**config.mk**
```make
export PLATFORM = sky130hd
export DESIGN_NAME = gin_pe_unpack_fifo
export DESIGN_NICKNAME = d
export VERILOG_FILES = /design/src/rtl/gin_pe_unpack_fifo.sv
export SDC_FILE = /design/constraint.sdc
export NUM_CORES = 1
export LEC_CHECK = 0
export ABC_CLOCK_PERIOD_IN_PS = 3500
export CAP_MARGIN = 30
export CORE_ASPECT_RATIO = 0.6
export CORE_MARGIN = 8
export CORE_UTILIZATION = 55
export CTS_BUF_LIST = sky130_fd_sc_hd__clkbuf_8
export DETAILED_ROUTE_END_ITERATION = 6
export GPL_TIMING_DRIVEN = 0
export PLACE_DENSITY_LB_ADDON = 0.05
export SYNTH_ARGS = -nofsm -noshare
export SYNTH_HDL_FRONTEND = slang
export SYNTH_SLANG_ARGS = --single-unit
```
**constraint.sdc**
```tcl
create_clock -name link_clk -period 3.5 [get_ports link_clk]
set_input_delay 0.35 -clock link_clk [delete_from_list [all_inputs] [get_ports link_clk]]
set_output_delay 0.35 -clock link_clk [all_outputs]
set_load 0.03 [all_outputs]
```
**src/rtl/gin_pe_unpack_fifo.sv**
```systemverilog
// rtl/gin_pe_unpack_fifo.sv - GIN word receive buffer that unpacks words into PE operands
//
// Purpose: stores up to DEPTH DATA_WIDTH-bit words taken from an X_Bus column
// and hands them to one PE as WORD_WIDTH-bit operands, lane 0 (LSBs) first.
//
// Ports:
//   link_clk   clock, rising edge
//   reset      asynchronous active-low reset
//   data_in    GIN word from the X_Bus column
//   enable_in  data_in is valid this cycle
//   ready_out  buffer has room (registered state only; drives column ready_in)
//   pe_data    current operand, 0 while empty
//   pe_valid   pe_data is valid
//   pe_ready   PE consumes pe_data this cycle
//   occupancy  stored words, including a partially consumed head
//   overflow   sticky: a word arrived while full and was dropped
module gin_pe_unpack_fifo #(
  parameter int DATA_WIDTH = 64,
  parameter int WORD_WIDTH = 16,
  parameter int DEPTH      = 4
) (
  input  logic                       link_clk,
  input  logic                       reset,
  input  logic [DATA_WIDTH-1:0]      data_in,
  input  logic                       enable_in,
  output logic                       ready_out,
  output logic [WORD_WIDTH-1:0]      pe_data,
  output logic                       pe_valid,
  input  logic                       pe_ready,
  output logic [$clog2(DEPTH):0]     occupancy,
  output logic                       overflow
);

  localparam int LANES = DATA_WIDTH / WORD_WIDTH;
  localparam int PW    = $clog2(DEPTH);
  localparam int CW    = PW + 1;
  localparam int LW    = (LANES > 1) ? $clog2(LANES) : 1;

  logic [DATA_WIDTH-1:0] mem_q [DEPTH];

  logic [PW-1:0] wr_ptr_q,   wr_ptr_d;
  logic [PW-1:0] rd_ptr_q,   rd_ptr_d;
  logic [CW-1:0] count_q,    count_d;
  logic [LW-1:0] lane_idx_q, lane_idx_d;
  logic          overflow_q, overflow_d;

  logic full;
  logic empty;
  logic push;
  logic pop;
  logic last_lane;
  logic release_head;
  logic [DATA_WIDTH-1:0] head_word;

  assign full         = (count_q == CW'(DEPTH));
  assign empty        = (count_q == '0);
  assign push         = enable_in && !full;
  assign pop          = !empty && pe_ready;
  assign last_lane    = (lane_idx_q == LW'(LANES - 1));
  assign release_head = pop && last_lane;
  assign head_word    = mem_q[rd_ptr_q];

  assign ready_out = !full;
  assign pe_valid  = !empty;
  assign occupancy = count_q;
  assign overflow  = overflow_q;

  always_comb begin
    pe_data = '0;
    if (!empty) begin
      pe_data = head_word[int'(lane_idx_q)*WORD_WIDTH +: WORD_WIDTH];
    end
  end

  always_comb begin
    wr_ptr_d   = wr_ptr_q;
    rd_ptr_d   = rd_ptr_q;
    count_d    = count_q;
    lane_idx_d = lane_idx_q;
    overflow_d = overflow_q;

    if (push) begin
      // DEPTH is a power of two, so the pointer wraps on natural overflow.
      wr_ptr_d = wr_ptr_q + PW'(1);
    end
    if (enable_in && full) begin
      overflow_d = 1'b1;
    end

    if (pop) begin
      if (last_lane) begin
        lane_idx_d = '0;
        rd_ptr_d   = rd_ptr_q + PW'(1);
      end else begin
        lane_idx_d = lane_idx_q + LW'(1);
      end
    end

    // Only a final-lane pop frees an entry; push and release together cancel.
    if (push && !release_head) begin
      count_d = count_q + CW'(1);
    end else if (!push && release_head) begin
      count_d = count_q - CW'(1);
    end
  end

  always_ff @(posedge link_clk or negedge reset) begin
    if (!reset) begin
      wr_ptr_q   <= '0;
      rd_ptr_q   <= '0;
      count_q    <= '0;
      lane_idx_q <= '0;
      overflow_q <= 1'b0;
    end else begin
      wr_ptr_q   <= wr_ptr_d;
      rd_ptr_q   <= rd_ptr_d;
      count_q    <= count_d;
      lane_idx_q <= lane_idx_d;
      overflow_q <= overflow_d;
    end
  end

  // Storage is not reset; occupancy alone decides what is valid.
  always_ff @(posedge link_clk) begin
    if (push) begin
      mem_q[wr_ptr_q] <= data_in;
    end
  end

endmodule

```
=== After elaboration in Yosys (flattened, before gate mapping) ===
Memories as Yosys holds them, arrays and structs flattened.
Cells that the tools add are included.

* $add $sub $neg: 5
* $mul: 0
* Divide/modulo/power cells: 0
* Magnitude comparators: 0
* Equality and inequality tests: 2
* Shift-type cells: 1
* Muxes and demuxes: 6
* Bitwise logic cells: 0
* Reductions and logical operators: 13

{| class="wikitable"
|+ Operator list
! cell !! count
|-
| 64-bit by 7-bit indexed part select with 16-bit output || 1
|-
| 16-bit 2-to-1 mux || 1
|-
| 2-bit by 1-bit adder with 2-bit output (second input constant) || 3
|-
| 1-bit logical AND || 6
|-
| 3-bit 2-to-1 mux || 2
|-
| 1-bit logical NOT || 4
|-
| 3-bit by 1-bit adder with 3-bit output (second input constant) || 1
|-
| 3-bit == test (second input constant) || 1
|-
| 3-bit logical NOT || 1
|-
| 3-bit by 1-bit subtractor with 3-bit output (second input constant) || 1
|-
| 2-bit == test (second input constant) || 1
|-
| 1-bit 2-to-1 mux || 2
|-
| 2-bit 2-to-1 mux || 1
|-
| 2-bit AND reduction || 1
|-
| 2-bit nonzero test || 1
|}

* Register bits after elaboration: 10
* Latch bits: 0
* RAM bits: 256
* ROM bits: 0
* Bits of input ports: 68
* Output and inout bits: 22
* Logic and storage cells: 33
* Memories kept: 1

{| class="wikitable"
|+ Memory list
! name !! depth !! bits a word !! rd ports !! clocked after Yosys merged registers in !! write ports !! line !! RTL
|-
| mem_q || 4 || 64 || 1 || 0 || 1 || 39 || <nowiki>logic [DATA_WIDTH-1:0] mem_q [DEPTH];</nowiki>
|}

=== Logic depth before layout (Yosys ltp) ===
Gate-level depths: netlist (run 1).

* Depth after elaboration: 7
* Mapped depth: 9
* Mapped depth without buffers: 8

=== Worst setup path before layout (run 1) ===
Ideal clock, no wire load.

* Kind: register to register
* Start point: register count_q[0] (netlist: occupancy[0])
* End point: memory mem_q[0][0] (enable)
* Arrival time: 2.599 ns
* Slack: 0.472 ns
* Cell stages (with the launch flop): 5
* Clock period less this slack: 3.028 ns
* Cell sequence: dfrtp_1 -> nor3b_1 -> nor2b_1 -> clkbuf_1 -> and2_1

* Word-level cells in the longest chain between the ends: 5

{| class="wikitable"
|+ RTL lines
! element !! line !! RTL
|-
| start: declaration || 43 || <nowiki>logic [CW-1:0] count_q, count_d;</nowiki>
|-
| start signal: assignment || 117 || <nowiki>count_q <= count_d;</nowiki>
|-
| 3-bit == test || 55 || <nowiki>assign full = (count_q == CW'(DEPTH));</nowiki>
|-
| 1-bit logical NOT || 57 || <nowiki>assign push = enable_in && !full;</nowiki>
|-
| 1-bit logical AND || 57 ||
|-
| named net push || 49 || <nowiki>logic push;</nowiki>
|-
| 1-bit 2-to-1 mux || 125 || <nowiki>if (push) begin</nowiki>
|-
| 1-bit 2-to-1 mux (not written as such) || 126 || <nowiki>mem_q[wr_ptr_q] <= data_in;</nowiki>
|-
| end: declaration || 39 ||
|}

The timed path passes the listed nets, and every way through them passes these cells.

=== Worst setup path in the final report (run 1) ===
* Start point: register count_q[0] (netlist: occupancy[0])
* End point: output port pe_data[6]

* Word-level cells in the longest chain between the ends: 2

{| class="wikitable"
|+ RTL lines
! element !! line !! RTL
|-
| 3-bit logical NOT || 56 || <nowiki>assign empty = (count_q == '0);</nowiki>
|-
| 16-bit 2-to-1 mux || 70 || <nowiki>if (!empty) begin</nowiki>
|-
| end: declaration || 27 || <nowiki>output logic [WORD_WIDTH-1:0] pe_data,</nowiki>
|}

Every way passes these cells.

==> results.tsv, run 1 <==
stage	metric	value	unit
yosys	syn-num-nets	531	
critical_path	cp.arrival	3.03	ns
timing	finClkSkew	0.0131	ns
floorplan	start_util	0.566	
clocking	h-tree-depth	2	
timing	rsz0062_at_grt	no	
timing	fin_crit	3.38	ns
global_route	grt_max_degree	59	
floorplan	die_width	193	um
pwr	pwr-share-comb	0.390	
pwr	power.leakage	4.12	nW
layout	nets	665	
critical_path	critPathMaxFanout	10	
timing	fin_crit_sh	0.966	
clocking	root_buffer	clkbuf_8	
global_route	gr-usage-all-layers	0.184	
pwr	seqPwrFrac	0.412	
clocking	clk_path_buf_depth	3	
timing	hold_violations	0	
layout	final_cell_mix	edfxtp_1, clkdlybuf4s50_1, mux4_2	
yosys	seq_area_frac_synth	0.768	
floorplan	rows	38	
detailed_routing	wl_per_cell	24.9	um
place	place_hpwl	14.2	mm
yosys	yosysUniqueCellTypes	28	
detailed_routing	wirelength	21.3	mm
clocking	cts_resized	0	
pwr	power.internal	7.06	mW
detailed_routing	drt-initial-drc-count	422	
hold_path	min_path_type	primary input to async pin	
pwr	swShare	0.338	
detailed_routing	drt-vias-per-instance	5.80	
yosys	synth-seq-cells	266	
detailed_routing	drtAntennaViolNets	0	
place	place_congestion	0.798	
layout	antenna_cells	0	
layout	area.growth.synth_to_final	18.9	%
critical_path	cp.required	3.15	ns
critical_path	cp-start-kind	register	
yosys	synth_area	10300	sq um
detailed_routing	num_vias	4965	
clocking	clkTransAtPathRegs	0.06	ns
critical_path	crit_type	register to output port	
detailed_routing	firstDrtPassIters	5	
layout	mostFrequentLayoutCell	edfxtp_1	
run	maxCapViolations	0	
detailed_routing	drc	0	
timing	drv_slew	0	
layout	fillers	1200	
global_route	antenna_found_initial	0	
timing	setup_viol	0	
timing	clock.fmax	296	MHz
clocking	cts_tree	built	
clocking	postCtsSetupBuffers	0	
floorplan	coreArea	18300	sq um
pwr	ir_drop	751	uV
yosys	syn-mean-instance-area	22.7	sq um
global_route	grt_pass1_wl	31.8	mm
timing	worst_slew_pin_slew	0.698	ns
pwr	power_density	868	nW/um^2
clocking	cts.sinks	266	
floorplan	die_height	122	um
clocking	cts_buffers	39	
yosys	ys_warn_count	0	
timing	setup_slack	0.119	ns
layout	drive_gt1_frac	0.219	
global_route	grt_overflow	0	
pwr	pwr-share-clk	0.198	
timing	slew_headroom	0.535	
global_route	grt_pass1_vias	5260	
run_status	outcome	completed	
floorplan	dieArea	23600	sq um
floorplan	io_pins	90	
critical_path	critPathCaptureType	output port	
place	io_buffers	89	
layout	final_core_util	0.673	
yosys	synthCells	456	
clocking	clock_latency	0.51	ns
pwr	p_switching	3.60	mW
place	dp_slack	0.610	ns
clocking	cts_hold_buffers	0	
==> through the flow <==
step | cell area, sq um | hold WS [ns] | power [mW] | instances | setup TNS (ns)
6_report | 12300 | 0.201 | 10.7 | 856 | 0
5_1_grt | 12300 | 0.215 | 11.1 | 856 | 0
4_1_cts | 12300 | 0.197 | 10.8 | 856 | 0
3_5_place_dp | 11600 | 0.447 | 8.69 | 789 | 0
3_3_place_gp | 11500 | 0.444 | 8.58 | 785 | -201.48
2_1_floorplan | 10300 | 0.0544 | 7.11 | 456 | 0
==> synthesized netlist by cell type <==
| cell | n | area share |
|---|---|---|
| clkbuf_2 | 1 | 0.00048 |
| buf_2 | 7 | 0.0034 |
| mux2i_1 | 16 | 0.015 |
| buf_4 | 3 | 0.0022 |
| clkbuf_1 | 9 | 0.0033 |
| nand4_1 | 1 | 0.00061 |
| edfxtp_1 | 256 | 0.74 |
| mux4_2 | 64 | 0.14 |
| o221ai_1 | 16 | 0.014 |
| fa_1 | 1 | 0.0019 |
| ha_1 | 6 | 0.0073 |
| xnor2_1 | 4 | 0.0034 |
| or3b_1 | 1 | 0.00085 |
| or3_4 | 1 | 0.0011 |
| nand3_1 | 1 | 0.00048 |
| and2_1 | 4 | 0.0024 |
| nand2_1 | 2 | 0.00073 |
| xor2_1 | 2 | 0.0017 |
| buf_6 | 5 | 0.0054 |
| a21o_1 | 1 | 0.00073 |
| mux2_2 | 4 | 0.0044 |
| nor3b_1 | 1 | 0.00073 |
| nor2_1 | 2 | 0.00073 |
| dfrtp_1 | 10 | 0.024 |
| inv_1 | 20 | 0.0073 |
| buf_1 | 1 | 0.00036 |
| nor2b_1 | 1 | 0.00061 |
| nand4b_1 | 16 | 0.014 |
==> worst max-delay path, stage by stage, from the launching register on <==
cell             delay (ns)
dfrtp_1                0.44
or3_4                  0.45
nand2_1                0.23
clkbuf_1               0.50
o221ai_1               0.25
clkdlybuf4s50_1        0.65
==> power groups by stage <==
stage / Clock, mW / Sequential (mW) / Combinational [mW]
after floorplan: 0 / 4.48 / 2.63
after global placement: 0 / 4.50 / 4.08
after detailed placement: 0 / 4.47 / 4.22
after CTS: 2.16 / 4.40 / 4.23
after global routing: 2.30 / 4.44 / 4.41
final: 2.11 / 4.39 / 4.16
==> logic make-up after synthesis <==
| logic type | synth area share |
|---|---|
| muxes | 0.159 |
| AOI/OAI and AO/OA | 0.0143 |
| and+or+nand+nor | 0.0218 |
| xor gates and xnor gates | 0.00508 |
| buffers and inverters | 0.0224 |
| DFF | 0.768 |
| adders and majority gates | 0.00920 |
==> cell type report <==
type                            count  area (sq um)  area share
Inverter                           20          75.1     0.00611
Sequential cell                   266          7940       0.646
Timing Repair Buffer               93           993      0.0808
Buffer                             26           158      0.0128
Clock inverter                     28           110     0.00896
Clock buffer                       39           537      0.0437
Multi-Input combinational cell    144          2180       0.177
Tap cell                          240           300      0.0244
==> state kept, by name, summed over array words and instances (netlist names) <==
signal and cells:
lane_idx_q 2, mem_q 256, occupancy 3, overflow 1, rd_ptr_q 2, wr_ptr_q 2
==> per-layer routing <==
layer,up-vias,GRT usage,wire [um]
met3,29,0.0402,1590
met4,0,0.0440,316
met5,-,0,0
met1,2568,0.272,9580
li1,2185,-,-
met2,183,0.279,9820
==> path summary, 6_finish.rpt <==
check / from / end / slack (ns) / cells after the start
min reg2reg: overflow / overflow / 0.46 / 1
max reg2reg: occupancy[0] / occupancy[2] / 0.93 / 9
max: occupancy[0] / pe_data[6] / 0.12 / 5
min in group link_clk: overflow / overflow / 0.46 / 1
max in group asynchronous: reset / lane_idx_q[0] / 2.93 / 1
min: reset / rd_ptr_q[0] / 0.20 / 1
Note: power is estimated with default switching activity, not from simulation.
==> run 2: changes to the inputs <==
--- a/config.mk
+++ b/config.mk
@@ -8,8 +8,7 @@
 export ABC_CLOCK_PERIOD_IN_PS = 3500
 export CAP_MARGIN = 30
 export CORE_ASPECT_RATIO = 0.6
-export CORE_MARGIN = 8
-export CORE_UTILIZATION = 55
+export CORE_UTILIZATION = 60
 export CTS_BUF_LIST = sky130_fd_sc_hd__clkbuf_8
 export DETAILED_ROUTE_END_ITERATION = 6
 export GPL_TIMING_DRIVEN = 0
==> run 2 against run 1 <==
  * Fmax is 0.73% higher
  * Sequential power is essentially flat
  * Count of clock-buffer cells in the layout up 3
  * Worst hold slack lost 0.020 ns
  * Cell count is 1.8% lower
  * Critical path depth grew 1
  * First-iteration DRC count up 3.6%
  * Power increased by 0.28%
  * Sequential share of layout area fell by 0.079 points
  * Flip-flop and latch count is the same
  * Core utilization grew 7.1 points
  * Critical endpoint is now pe_data[0]
  * Largest cell class unchanged
==> results.tsv, run 2 (synthesis results as in run 1) <==
stage	metric	value	unit
critical_path	regToRegEndpoint	occupancy[2]	
critical_path	slowest_delay	0.63	ns
detailed_routing	drt-vias-per-instance	5.93	
timing	tns	0	ns
layout	final_cell_mix	edfxtp_1, clkdlybuf4s50_1, mux4_2	
run	maxCapViolations	0	
detailed_routing	drc	0	
critical_path	cp_top_family	buffers and inverters	
critical_path	cp.required	3.15	ns
floorplan	dieArea	17800	sq um
timing	setup_slack	0.144	ns
layout	drive_gt1_frac	0.230	
global_route	grt_max_degree	59	
hold_path	min_path_type	primary input to async pin	
clocking	clk_path_buf_depth	3	
global_route	grt_pass1_vias	5073	
timing	slew_headroom	0.540	
global_route	gr-usage-all-layers	0.240	
timing	clock.fmax	298	MHz
pwr	ir_drop	571	uV
clocking	root_buffer	clkbuf_8	
clocking	cts.sinks	266	
layout	nets	664	
floorplan	start_util	0.625	
floorplan	io_pins	90	
global_route	top_usage_layer	met1	
timing	worst_slew_pin_slew	0.690	ns
place	place_hpwl	13.0	mm
layout	final_core_util	0.744	
timing	fin_crit	3.36	ns
detailed_routing	wl_per_cell	23.8	um
layout	largest_register_ffs	256	
global_route	grt_pass1_wl	30.4	mm
floorplan	rows	36	
timing	finClkSkew	0.00896	ns
pwr	power_density	869	nW/um^2
layout	antenna_cells	0	
critical_path	crit_type	register to output port	
timing	rsz0062_at_grt	no	
detailed_routing	drt-initial-drc-count	437	
critical_path	critPathMaxFanout	10	
place	io_buffers	89	
layout	largest_register	mem_q	
detailed_routing	wirelength	20.0	mm
critical_path	critPathCaptureType	output port	
layout	fillers	962	
layout	area.growth.synth_to_final	19.0	%
global_route	antenna_found_initial	0	
run_status	outcome	completed	
floorplan	coreArea	16500	sq um
pwr	power.leakage	4.12	nW
timing	fin_crit_sh	0.959	
critical_path	reg2reg_depth	9	
floorplan	die_height	104	um
clocking	h-tree-depth	2	
timing	setup_viol	0	
critical_path	slowest_stage	clkdlybuf4s50_1	
critical_path	cp-start-kind	register	
place	dp_slack	0.613	ns
detailed_routing	drtAntennaViolNets	0	
critical_path	reg2reg_from	occupancy[0]	
timing	hold_violations	0	
floorplan	die_width	171	um
clocking	clock_latency	0.50	ns
global_route	grt_overflow	0	
global_route	grtUsageMet3	0.0566	
critical_path	path_cells	clkbuf_1 > buf_2 > mux4_2 > mux2i_1 > o221ai_1 > clkdlybuf4s50_1	
global_route	grt_use_met1	0.375	
detailed_routing	num_vias	4986	
critical_path	crit_buf_inv	3	
timing	drv_slew	0	
global_route	grt_use_met2	0.352	
clocking	cts_buffers	38	
layout	mostFrequentLayoutCell	edfxtp_1	
detailed_routing	firstDrtPassIters	4	
clocking	clkTransAtPathRegs	0.07	ns
critical_path	cp.arrival	3.01	ns
place	place_congestion	0.826	
critical_path	r2r_setup_slack	1.01	ns
clocking	cts_tree	built	
==> run 2: worst register-to-register path, stage by stage, from the launching register on <==
cell and delay [ns]:
dfrtp_1 0.45, or3_4 0.44, clkbuf_1 0.23, nand3_1 0.23, ha_1 0.22, inv_1 0.06, fa_1 0.38, xor2_1 0.17
nor2_1 0.11, xor2_1 0.15
==> run 2: how the worst max path moves through the flow <==
stage	start	to	cells after the start
finish	lane_idx_q[0]	pe_data[0]	6
global route	occupancy[0]	pe_data[13]	5
CTS	lane_idx_q[0]	pe_data[0]	6
detailed placement	lane_idx_q[0]	pe_data[0]	6
global placement	enable_in	mem_q[2][39]	4
floorplan	occupancy[0]	mem_q[0][0]	4
==> run 2: metrics by stage <==
step / power (mW) / area [sq um] / hold slack, ns / instances
after global placement: 8.50 / 11500 / 0.439 / 773
after global routing: 11.2 / 12300 / 0.207 / 841
final: 10.7 / 12300 / 0.181 / 841
after detailed placement: 8.63 / 11600 / 0.445 / 777
after floorplan: 7.11 / 10300 / 0.0544 / 456
after CTS: 10.8 / 12300 / 0.185 / 841
==> run 2: what timing repair did <==
action                                  4_1_cts  5_1_grt
setup buffers                                 0        0
resized for setup                             0        3
hold buffers                                  0        0
endpoints found under the setup margin        0        4
==> run 2: layout make-up <==
cell class	instances	area (sq um)	area share
Multi-Input combinational cell	144	2180	0.177
Tap cell	228	285	0.0232
Buffer	26	159	0.0129
Inverter	20	75.1	0.00610
Sequential cell	266	7940	0.645
Clock buffer	42	578	0.0470
Clock inverter	22	90.1	0.00732
Timing Repair Buffer	93	1000	0.0814
==> run 2: per-layer routing <==
| layer | vias up | share of wire |
|---|---|---|
| met5 | - | 0 |
| met4 | 0 | 0.0077 |
| met3 | 20 | 0.078 |
| met2 | 193 | 0.47 |
| met1 | 2589 | 0.45 |
| li1 | 2184 | - |
==> run 2: where the power goes <==
group	total, mW	switching (mW)	leakage, nW	internal [mW]
logic	4.12	2.30	1.27	1.82
registers	4.40	0.182	2.46	4.22
clock network	2.17	1.08	0.391	1.10
==> run 3: changes to the inputs <==
--- a/config.mk
+++ b/config.mk
@@ -11,8 +11,10 @@
 export CORE_UTILIZATION = 60
 export CTS_BUF_LIST = sky130_fd_sc_hd__clkbuf_8
 export DETAILED_ROUTE_END_ITERATION = 6
+export GPL_ROUTABILITY_DRIVEN = 0
 export GPL_TIMING_DRIVEN = 0
 export PLACE_DENSITY_LB_ADDON = 0.05
+export RECOVER_POWER = 50
 export SYNTH_ARGS = -nofsm -noshare
 export SYNTH_HDL_FRONTEND = slang
 export SYNTH_SLANG_ARGS = --single-unit
==> run 3 against run 2 <==
  * Fmax shrank 0.15%
  * Global-route usage is the same
  * Die area is the same
==> results.tsv, run 3 (synthesis results as in run 1) <==
stage	metric	value	unit
run_status	outcome	completed	
place	place_hpwl	13.0	mm
timing	rsz0062_at_grt	no	
clocking	cts.sinks	266	
detailed_routing	routed.top_layer	met5	
pwr	ir_drop	572	uV
critical_path	crit_type	register to output port	
clocking	clock_latency	0.50	ns
floorplan	die_width	171	um
layout	multi_input_area	2170	sq um
pwr	post-layout-total-power	10.7	mW
global_route	grt_pass1_wl	30.4	mm
global_route	grt_overflow	0	
detailed_routing	num_vias	4984	
critical_path	cp.arrival	3.01	ns
clocking	h-tree-depth	2	
global_route	gr-usage-all-layers	0.240	
floorplan	coreArea	16500	sq um
timing	hold_violations	0	
global_route	grt_max_degree	59	
layout	drive_gt1_frac	0.227	
critical_path	cp-start-kind	register	
layout	final_cell_mix	edfxtp_1, dlygate4sd3_1, mux4_2	
critical_path	critPathMaxFanout	10	
clocking	cts_buffers	38	
hold_path	min_path_type	primary input to async pin	
layout	area.growth.synth_to_final	19.0	%
timing	finClkSkew	0.0111	ns
critical_path	path_cells	clkbuf_1 > buf_2 > mux4_2 > mux2i_1 > o221ai_1 > clkdlybuf4s50_1	
detailed_routing	wl_per_cell	23.8	um
place	io_buffers	89	
critical_path	critPathCaptureType	output port	
clocking	cts_hold_buffers	0	
detailed_routing	drt-vias-per-instance	5.93	
timing	setup_viol	0	
detailed_routing	wl_met3	1.60	mm
timing	drv_slew	0	
pwr	power.leakage	4.13	nW
floorplan	rows	36	
timing	slew_headroom	0.524	
run	maxCapViolations	0	
pwr	power_density	867	nW/um^2
floorplan	die_height	104	um
detailed_routing	wl_met1	8.86	mm
detailed_routing	drtAntennaViolNets	0	
layout	final_core_util	0.744	
critical_path	cp_top_family	buffers and inverters	
timing	fin_crit	3.36	ns
floorplan	start_util	0.625	
clocking	clk_path_buf_depth	3	
critical_path	slowest_stage	clkdlybuf4s50_1	
layout	largest_register	mem_q	
critical_path	cp.required	3.15	ns
layout	mostFrequentLayoutCell	edfxtp_1	
timing	worst_slew_pin_slew	0.714	ns
critical_path	slowest_delay	0.63	ns
critical_path	crit_buf_inv	3	
detailed_routing	wirelength	20.0	mm
layout	fillers	964	
global_route	antenna_found_initial	1	
global_route	grt_pass1_vias	5073	
timing	clock.fmax	297	MHz
timing	fin_crit_sh	0.960	
detailed_routing	drt-initial-drc-count	437	
floorplan	io_pins	90	
layout	largest_register_ffs	256	
layout	seqCellArea	7940	sq um
layout	nets	664	
clocking	cts_tree	built	
detailed_routing	wl_met2	9.37	mm
clocking	clkTransAtPathRegs	0.07	ns
detailed_routing	drc	0	
layout	antenna_cells	0	
floorplan	dieArea	17800	sq um
detailed_routing	firstDrtPassIters	5	
timing	hold-worst-slack	0.249	ns
clocking	root_buffer	clkbuf_8	
[run 3: changes by cell type in the layout (fill, tap and decap cells not counted)]
cell / change
dlygate4sd3_1: +65
and2_4: -2
clkdlybuf4s50_1: -65
and2_0: +2
[run 3: worst register-to-register path, delay by kind of cell, from the launching register on]
kind | cells | cell delay, ns
AND/OR/NAND/NOR | 3 | 0.78
adder cells (fa/ha/maj) | 2 | 0.59
flip-flops | 1 | 0.45
XOR/XNOR | 2 | 0.32
buffers and inverters | 2 | 0.29
[run 3: where the power goes]
part / switching, mW / internal, mW / leakage [nW]
clock: 1.07 / 1.09 / 0.391
combinational: 2.30 / 1.80 / 1.28
sequential: 0.182 / 4.22 / 2.46
total: 3.56 / 7.11 / 4.13
[run 3: area by class of cell]
class,instances,area share
well taps,228,0.0232
flip-flops and latches,266,0.645
plain buffers,26,0.0129
clock inverters,22,0.00733
repair buffers,93,0.0814
inverters,20,0.00610
multi-input cells,144,0.177
clock buffers,42,0.0470
[run 3: repair_timing]
item                                   4_1_cts  5_1_grt
buffers inserted                             0        0
endpoints found under the hold margin        0        0
gates resized for setup                      0        3
setup endpoints to repair                    0        4
[run 3: worst paths after layout]
check	from	end	slack, ns	depth (start not counted)
min in group link_clk	overflow	overflow	0.46	1
max in group asynchronous	reset	occupancy[0]	2.91	1
setup / recovery	lane_idx_q[0]	pe_data[0]	0.14	6
hold reg to reg	overflow	overflow	0.46	1
hold / removal	reset	overflow	0.25	1
setup reg to reg	occupancy[0]	occupancy[2]	1.01	9
[run 3: metal layers]
metal  track usage  vias up
met1         0.375     2577
met4        0.0446        2
met2         0.352      200
li1              -     2183
met5             0        -
met3        0.0566       22
[run 3: metrics by stage]
stage | worst slack (ns) | TNS, ns | cells | area, sq um
3_5_place_dp | 0.613 | 0 | 777 | 11600
6_report | 0.139 | 0 | 841 | 12300
3_3_place_gp | -0.811 | -196.39 | 773 | 11500
4_1_cts | 0.0779 | 0 | 841 | 12300
5_1_grt | 0.0472 | 0 | 841 | 12300
2_1_floorplan | 0.472 | 0 | 456 | 10300
